--- config.mk ---
export PLATFORM = sky130hd
export DESIGN_NAME = imu_spi_seq_flat
export DESIGN_NICKNAME = d
export VERILOG_FILES = /design/src/rtl/imu_spi_seq_pkg.sv /design/src/rtl/imu_spi_seq_if.sv /design/src/rtl/imu_spi_seq.sv /design/src/flat_wrapper.sv
export SDC_FILE = /design/constraint.sdc
export NUM_CORES = 1
export LEC_CHECK = 0
export CAP_MARGIN = 20
export CORE_ASPECT_RATIO = 1.1
export CORE_MARGIN = 5
export CORE_UTILIZATION = 43
export DETAILED_ROUTE_END_ITERATION = 8
export GPL_TIMING_DRIVEN = 0
export HOLD_SLACK_MARGIN = 0.08
export PLACE_DENSITY = 0.71
export SETUP_SLACK_MARGIN = 0.15
export SYNTH_ARGS = -nofsm -noshare
export SYNTH_HDL_FRONTEND = slang
export SYNTH_SLANG_ARGS = --single-unit
--- constraint.sdc ---
create_clock -name clk -period 2.4 [get_ports clk]
set_input_delay 0.36 -clock clk [delete_from_list [all_inputs] [get_ports clk]]
set_output_delay 0.36 -clock clk [all_outputs]
set_load 0.005 [all_outputs]
--- src/rtl/imu_spi_seq_pkg.sv ---
// Shared types and default command words for the IMU SPI sequencer.
// The FSM state encoding and the init/read commands live here so the bench can reuse them.
package imu_seq_pkg;

  typedef enum logic [2:0] {
    PWR_WAIT,
    INIT_SND,
    INIT_WAIT,
    INT_WAIT,
    LO_SND,
    LO_WAIT,
    HI_SND,
    HI_WAIT
  } state_t;

  localparam logic [15:0] DEF_INIT_CMD0 = 16'h0D02;
  localparam logic [15:0] DEF_INIT_CMD1 = 16'h1160;
  localparam logic [15:0] DEF_INIT_CMD2 = 16'h1440;
  localparam logic [15:0] DEF_RD_LO_CMD = 16'hA600;
  localparam logic [15:0] DEF_RD_HI_CMD = 16'hA700;

  function automatic logic [15:0] init_cmd_sel(input logic [1:0] step,
                                               input logic [15:0] c0,
                                               input logic [15:0] c1,
                                               input logic [15:0] c2);
    case (step)
      2'd0:    return c0;
      2'd1:    return c1;
      default: return c2;
    endcase
  endfunction

endpackage

--- src/rtl/imu_spi_seq_if.sv ---
// Handshake bundle between the sequencer and the 16-bit SPI master.
// done is a level that stays high until the next snd; resp is valid while done is high.
interface imu_spi_seq_if;
  logic        snd;
  logic [15:0] cmd;
  logic        done;
  logic [15:0] resp;

  modport master (output snd, output cmd, input done, input resp);
  modport slave  (input snd, input cmd, output done, output resp);
endinterface

--- src/rtl/imu_spi_seq.sv ---
// IMU bring-up and yaw-rate streaming sequencer: power-up wait, three init writes,
// then per data-ready interrupt two byte reads assembled into one 16-bit sample.
module imu_spi_seq
  import imu_seq_pkg::*;
#(
  parameter int          PWR_WAIT_W = 16,
  parameter logic [15:0] INIT_CMD0  = DEF_INIT_CMD0,
  parameter logic [15:0] INIT_CMD1  = DEF_INIT_CMD1,
  parameter logic [15:0] INIT_CMD2  = DEF_INIT_CMD2,
  parameter logic [15:0] RD_LO_CMD  = DEF_RD_LO_CMD,
  parameter logic [15:0] RD_HI_CMD  = DEF_RD_HI_CMD
) (
  input  logic                clk,
  input  logic                rst_n,
  input  logic                INT,
  imu_spi_seq_if.master       spi,
  output logic [15:0]         yaw_rt,
  output logic                vld,
  output logic                init_done
);

  state_t                state;
  logic [PWR_WAIT_W-1:0] pwr_cnt;
  logic [1:0]            step;
  logic [7:0]            lo_byte;
  logic                  int_p0;
  logic                  int_p1;
  logic                  done_ff;
  logic                  done_rise;

  // Stage p0/p1: INT synchronizer; done_ff tracks the done level for edge detection
  always_ff @(posedge clk or negedge rst_n) begin
    if (!rst_n) begin
      int_p0  <= 1'b0;
      int_p1  <= 1'b0;
      done_ff <= 1'b0;
    end else begin
      int_p0  <= INT;
      int_p1  <= int_p0;
      done_ff <= spi.done;
    end
  end

  // done stays high from the previous transaction, so only its rising edge means completion
  assign done_rise = spi.done & ~done_ff;

  // snd is raised on the transition into a *_SND state, so it is high exactly while in that state
  always_ff @(posedge clk or negedge rst_n) begin
    if (!rst_n) begin
      state     <= PWR_WAIT;
      pwr_cnt   <= '0;
      step      <= 2'd0;
      lo_byte   <= 8'h00;
      spi.snd   <= 1'b0;
      spi.cmd   <= 16'h0000;
      yaw_rt    <= 16'h0000;
      vld       <= 1'b0;
      init_done <= 1'b0;
    end else begin
      spi.snd <= 1'b0;
      vld     <= 1'b0;
      case (state)
        PWR_WAIT: begin
          if (&pwr_cnt) begin
            pwr_cnt <= '0;
            step    <= 2'd0;
            spi.snd <= 1'b1;
            spi.cmd <= INIT_CMD0;
            state   <= INIT_SND;
          end else begin
            pwr_cnt <= pwr_cnt + 1'b1;
          end
        end
        INIT_SND: state <= INIT_WAIT;
        INIT_WAIT: begin
          if (done_rise) begin
            if (step == 2'd2) begin
              init_done <= 1'b1;
              state     <= INT_WAIT;
            end else begin
              step    <= step + 2'd1;
              spi.snd <= 1'b1;
              spi.cmd <= init_cmd_sel(step + 2'd1, INIT_CMD0, INIT_CMD1, INIT_CMD2);
              state   <= INIT_SND;
            end
          end
        end
        INT_WAIT: begin
          if (int_p1) begin
            spi.snd <= 1'b1;
            spi.cmd <= RD_LO_CMD;
            state   <= LO_SND;
          end
        end
        LO_SND: state <= LO_WAIT;
        LO_WAIT: begin
          if (done_rise) begin
            lo_byte <= spi.resp[7:0];
            spi.snd <= 1'b1;
            spi.cmd <= RD_HI_CMD;
            state   <= HI_SND;
          end
        end
        HI_SND: state <= HI_WAIT;
        HI_WAIT: begin
          if (done_rise) begin
            yaw_rt <= {spi.resp[7:0], lo_byte};
            vld    <= 1'b1;
            state  <= INT_WAIT;
          end
        end
        default: begin
          pwr_cnt <= '0;
          state   <= PWR_WAIT;
        end
      endcase
    end
  end

endmodule

--- src/flat_wrapper.sv ---
// flat-port wrapper written by rule: the top's interface ports become plain ports
module imu_spi_seq_flat import imu_seq_pkg::*;
#(
  parameter int          PWR_WAIT_W = 16,
  parameter logic [15:0] INIT_CMD0  = DEF_INIT_CMD0,
  parameter logic [15:0] INIT_CMD1  = DEF_INIT_CMD1,
  parameter logic [15:0] INIT_CMD2  = DEF_INIT_CMD2,
  parameter logic [15:0] RD_LO_CMD  = DEF_RD_LO_CMD,
  parameter logic [15:0] RD_HI_CMD  = DEF_RD_HI_CMD
)
  (clk, rst_n, INT, yaw_rt, vld, init_done, spi_snd, spi_cmd, spi_done, spi_resp);
  imu_spi_seq_if spi_i ();
  input  logic clk;
  input  logic rst_n;
  input  logic INT;
  output logic [15:0] yaw_rt;
  output logic vld;
  output logic init_done;
  output wire logic [$bits(spi_i.snd)-1:0] spi_snd;
  output wire logic [$bits(spi_i.cmd)-1:0] spi_cmd;
  input wire logic [$bits(spi_i.done)-1:0] spi_done;
  input wire logic [$bits(spi_i.resp)-1:0] spi_resp;
  assign spi_snd = spi_i.snd;
  assign spi_cmd = spi_i.cmd;
  assign spi_i.done = spi_done;
  assign spi_i.resp = spi_resp;
  imu_spi_seq #(.PWR_WAIT_W(PWR_WAIT_W), .INIT_CMD0(INIT_CMD0), .INIT_CMD1(INIT_CMD1), .INIT_CMD2(INIT_CMD2), .RD_LO_CMD(RD_LO_CMD), .RD_HI_CMD(RD_HI_CMD)) u_core (.clk(clk), .rst_n(rst_n), .INT(INT), .spi(spi_i), .yaw_rt(yaw_rt), .vld(vld), .init_done(init_done));
endmodule
==> impl_metrics.ini <==
[placed_design]
gp_congestion = 0.796
place_area_um2 = 3090
io_buffers = 40
preCtsSetupSlack_ns = -0.410
post-dp-hpwl_um = 3360

[grt]
grt_max_degree = 37
top_usage_layer = met2
grt_pass1_vias = 1830
met1_usage = 0.164
track_usage = 0.136
antenna_found_initial = 0
grt_use_met2 = 0.214
grt_pass1_wl_um = 8420
grt_overflow = 0
grtUsageMet3 = 0.0588

[sta]
max_freq_mhz = 456
setup-violations-final = 0
post-route-min-period_ns = 2.19
hold_ws_ns = 0.348
max-slew-margin-rel = 0.529
tightest_slew_ns = 0.704
finClkSkew_ns = 0.00557
slew_viol_final = 0
rsz0062_at_grt = false
hold_viol = 0
finalCritPeriodShare = 0.914
fin_ws_ns = 0.207

[worst_setup_path]
path_class = flip-flop to flip-flop
arrival_ns = 2.40
cp_slowest_stage_delay_ns = 0.54
r2r_start = u_core.state[1]
crit_path_max_fanout = 7
cp-start-kind = flip-flop
cp-end-kind = flip-flop
reg2regPathDepth = 5
cp.required_ns = 2.61
rr_endpoint = u_core.spi.cmd[10]
crit_chain = or3_4 > or4_4 > buf_6 > o211ai_4 > mux2_4
reg2reg_setup_slack_ns = 0.21
critPathSlowestCell = or4_4

[drt]
avgRoutedWirePerCell_um = 13.5
wl_um = 4860
num_vias = 1780
drtAntennaViolNets = 0
viasPerCell = 4.96
drt_iter0_drc = 79
drc = 0
drt-pass1-iter-count = 4

[yosys]
ys_seq_area_frac = 0.557
synth_warnings = 0
synth.cell_area_um2 = 2560
syn_inst = 212
synthDistinctLibCells = 39
syn_avg_cell_area_um2 = 12.1
ys_ff_latch = 57

[clock_tree]
htree_levels = 3
clock-sinks = 57
numCtsBuffers = 9
insertion_delay_ns = 0.32
root_buffer = clkbuf_8
clock_path_buffers = 2
clkTransAtPathRegs_ns = 0.06
cts_tree = yes

[pwr]
peakVddDrop_mv = 0.744
fin_total_pwr_mw = 3.57
power_density_nw_per_um2 = 1060
leakagePower_nw = 1.46

[layout]
final_cell_area_um2 = 3360
fillCellCount = 469
diodes = 0
fin_nets = 302
syn2layout_area_growth_pct = 31.4
drive_gt1_frac = 0.266
fin_util = 0.583

[run]
max_cap_violations = 0

[min_path]
hp-class = flip-flop to flip-flop
whs_path_depth = 0
min_to = u_core.int_p1
worstHoldStart = u_core.int_p0

[floorplanning]
die_area_um2 = 7600
die_w_um = 83.6
rows = 29
core_area_um2 = 5770
die_h_um = 90.9
boundaryPins = 55
start_util = 0.444

[outcome]
status = complete, no violations
[layout make-up]
class                      count  area (um^2)  area share
multi-input combinational    136         1040       0.309
sequential                    57         1430       0.424
clock inverter                 5         30.0     0.00893
inverter                       8         30.0     0.00893
clock buffer                  11          151      0.0450
buffer                        16          108      0.0320
timing repair buffer          49          482       0.143
tap                           77         96.3      0.0286
[Yosys cell counts]
cell,number,share of area
dfrtp_1,57,0.56
mux2_2,25,0.11
nand2_1,13,0.019
nor2_1,13,0.019
buf_4,10,0.029
inv_1,8,0.012
o21ai_0,7,0.014
xnor2_1,7,0.024
ha_1,5,0.024
nand3_1,5,0.0098
a21oi_1,4,0.0078
a31oi_1,4,0.0098
mux2i_1,4,0.016
nand4_1,4,0.0098
or3_1,4,0.0098
buf_2,3,0.0059
clkbuf_1,3,0.0044
mux2_4,3,0.018
nor3_1,3,0.0059
nor4_1,3,0.0073
or4_1,3,0.0088
xor2_1,3,0.010
and4_1,2,0.0068
nand2b_1,2,0.0049
nor2b_1,2,0.0049
or2_2,2,0.0049
a22o_1,1,0.0034
a31o_2,1,0.0034
and3b_1,1,0.0034
conb_1,1,0.0015
nor3b_2,1,0.0049
nor4bb_1,1,0.0039
o211ai_4,1,0.0083
o21bai_1,1,0.0029
o221ai_1,1,0.0034
o22ai_1,1,0.0024
o31ai_1,1,0.0029
o32a_1,1,0.0039
o32ai_1,1,0.0034
[timing repair]
action                                  in CTS  in global routing
endpoints found under the setup margin      11                 13
hold buffers                                 1                  0
endpoints found under the hold margin       21                  0
setup buffers                                3                  4
resized for setup                            1                  7
pin swaps                                    1                  1
[sequential cells by signal (all words and copies together), names as in the netlist]
signal / count
u_core.spi.snd: 1
u_core.yaw_rt: 16
u_core.int_p1: 1
u_core.spi.cmd: 6
u_core.pwr_cnt: 16
u_core.init_done: 1
u_core.int_p0: 1
u_core.done_ff: 1
u_core.step: 2
u_core.state: 3
u_core.lo_byte: 8
u_core.vld: 1
[layer usage]
| layer | share of wire | vias up |
|---|---|---|
| met2 | 0.47 | 44 |
| met4 | 0.014 | 0 |
| met5 | 0 | - |
| met1 | 0.44 | 856 |
| met3 | 0.078 | 7 |
| li1 | - | 873 |
[cell families (layout without fill, tap and decap cells)]
| family | after synthesis | in the layout | share of synthesized area |
|---|---|---|---|
| and+or+nand+nor | 59 | 59 | 0.123 |
| DFF | 57 | 57 | 0.557 |
| muxes | 32 | 32 | 0.143 |
| AOI/OAI and AO/OA | 24 | 24 | 0.0655 |
| buffers and inverters | 24 | 89 | 0.0513 |
| xor gates and xnor gates | 10 | 10 | 0.0342 |
| adders and majority gates | 5 | 5 | 0.0244 |
| other | 1 | 6 | 0.00146 |
[layout by cell type (no fill, tap or decap), types with 5 or more instances in the layout]
master	count
nand3_1	5
o21ai_0	7
clkbuf_8	11
xnor2_1	7
buf_4	16
nor2_1	12
conb_1	6
inv_1	8
clkdlybuf4s50_1	39
dfrtp_1	57
nand2_1	13
mux2_2	25
[critical path, delay by kind of cell, from the launching register on]
family          cells  cell delay (ns)
compound gates      1             0.31
buf+inv             1             0.15
flops               1             0.37
mux                 1             0.33
simple gates        2             0.92
[per-stage QoR]
stage	TNS (ns)	cells
2_1_floorplan	0	217
3_3_place_gp	-45.97	334
3_5_place_dp	-3.99	335
4_1_cts	0	355
5_1_grt	0	359
6_report	0	359
[worst max-delay path by stage]
| stage | startpoint | end | slack [ns] | cells past startpoint |
|---|---|---|---|---|
| CTS | u_core.pwr_cnt[1] | u_core.spi.cmd[10] | 0.17 | 6 |
| floorplan | u_core.state[0] | u_core.spi.cmd[10] | 0.26 | 5 |
| global placement | rst_n | u_core.spi.snd | -0.76 | 1 |
| global route | spi_done | u_core.lo_byte[0] | 0.14 | 5 |
| detailed placement | spi_done | u_core.yaw_rt[9] | -0.41 | 6 |
| finish | u_core.state[1] | u_core.spi.cmd[10] | 0.21 | 5 |
[power by group]
part           switching, mW  internal, mW
clock network          0.371         0.425
logic                  0.483         0.837
registers              0.184          1.27
Power figures use the tool's default switching activity.
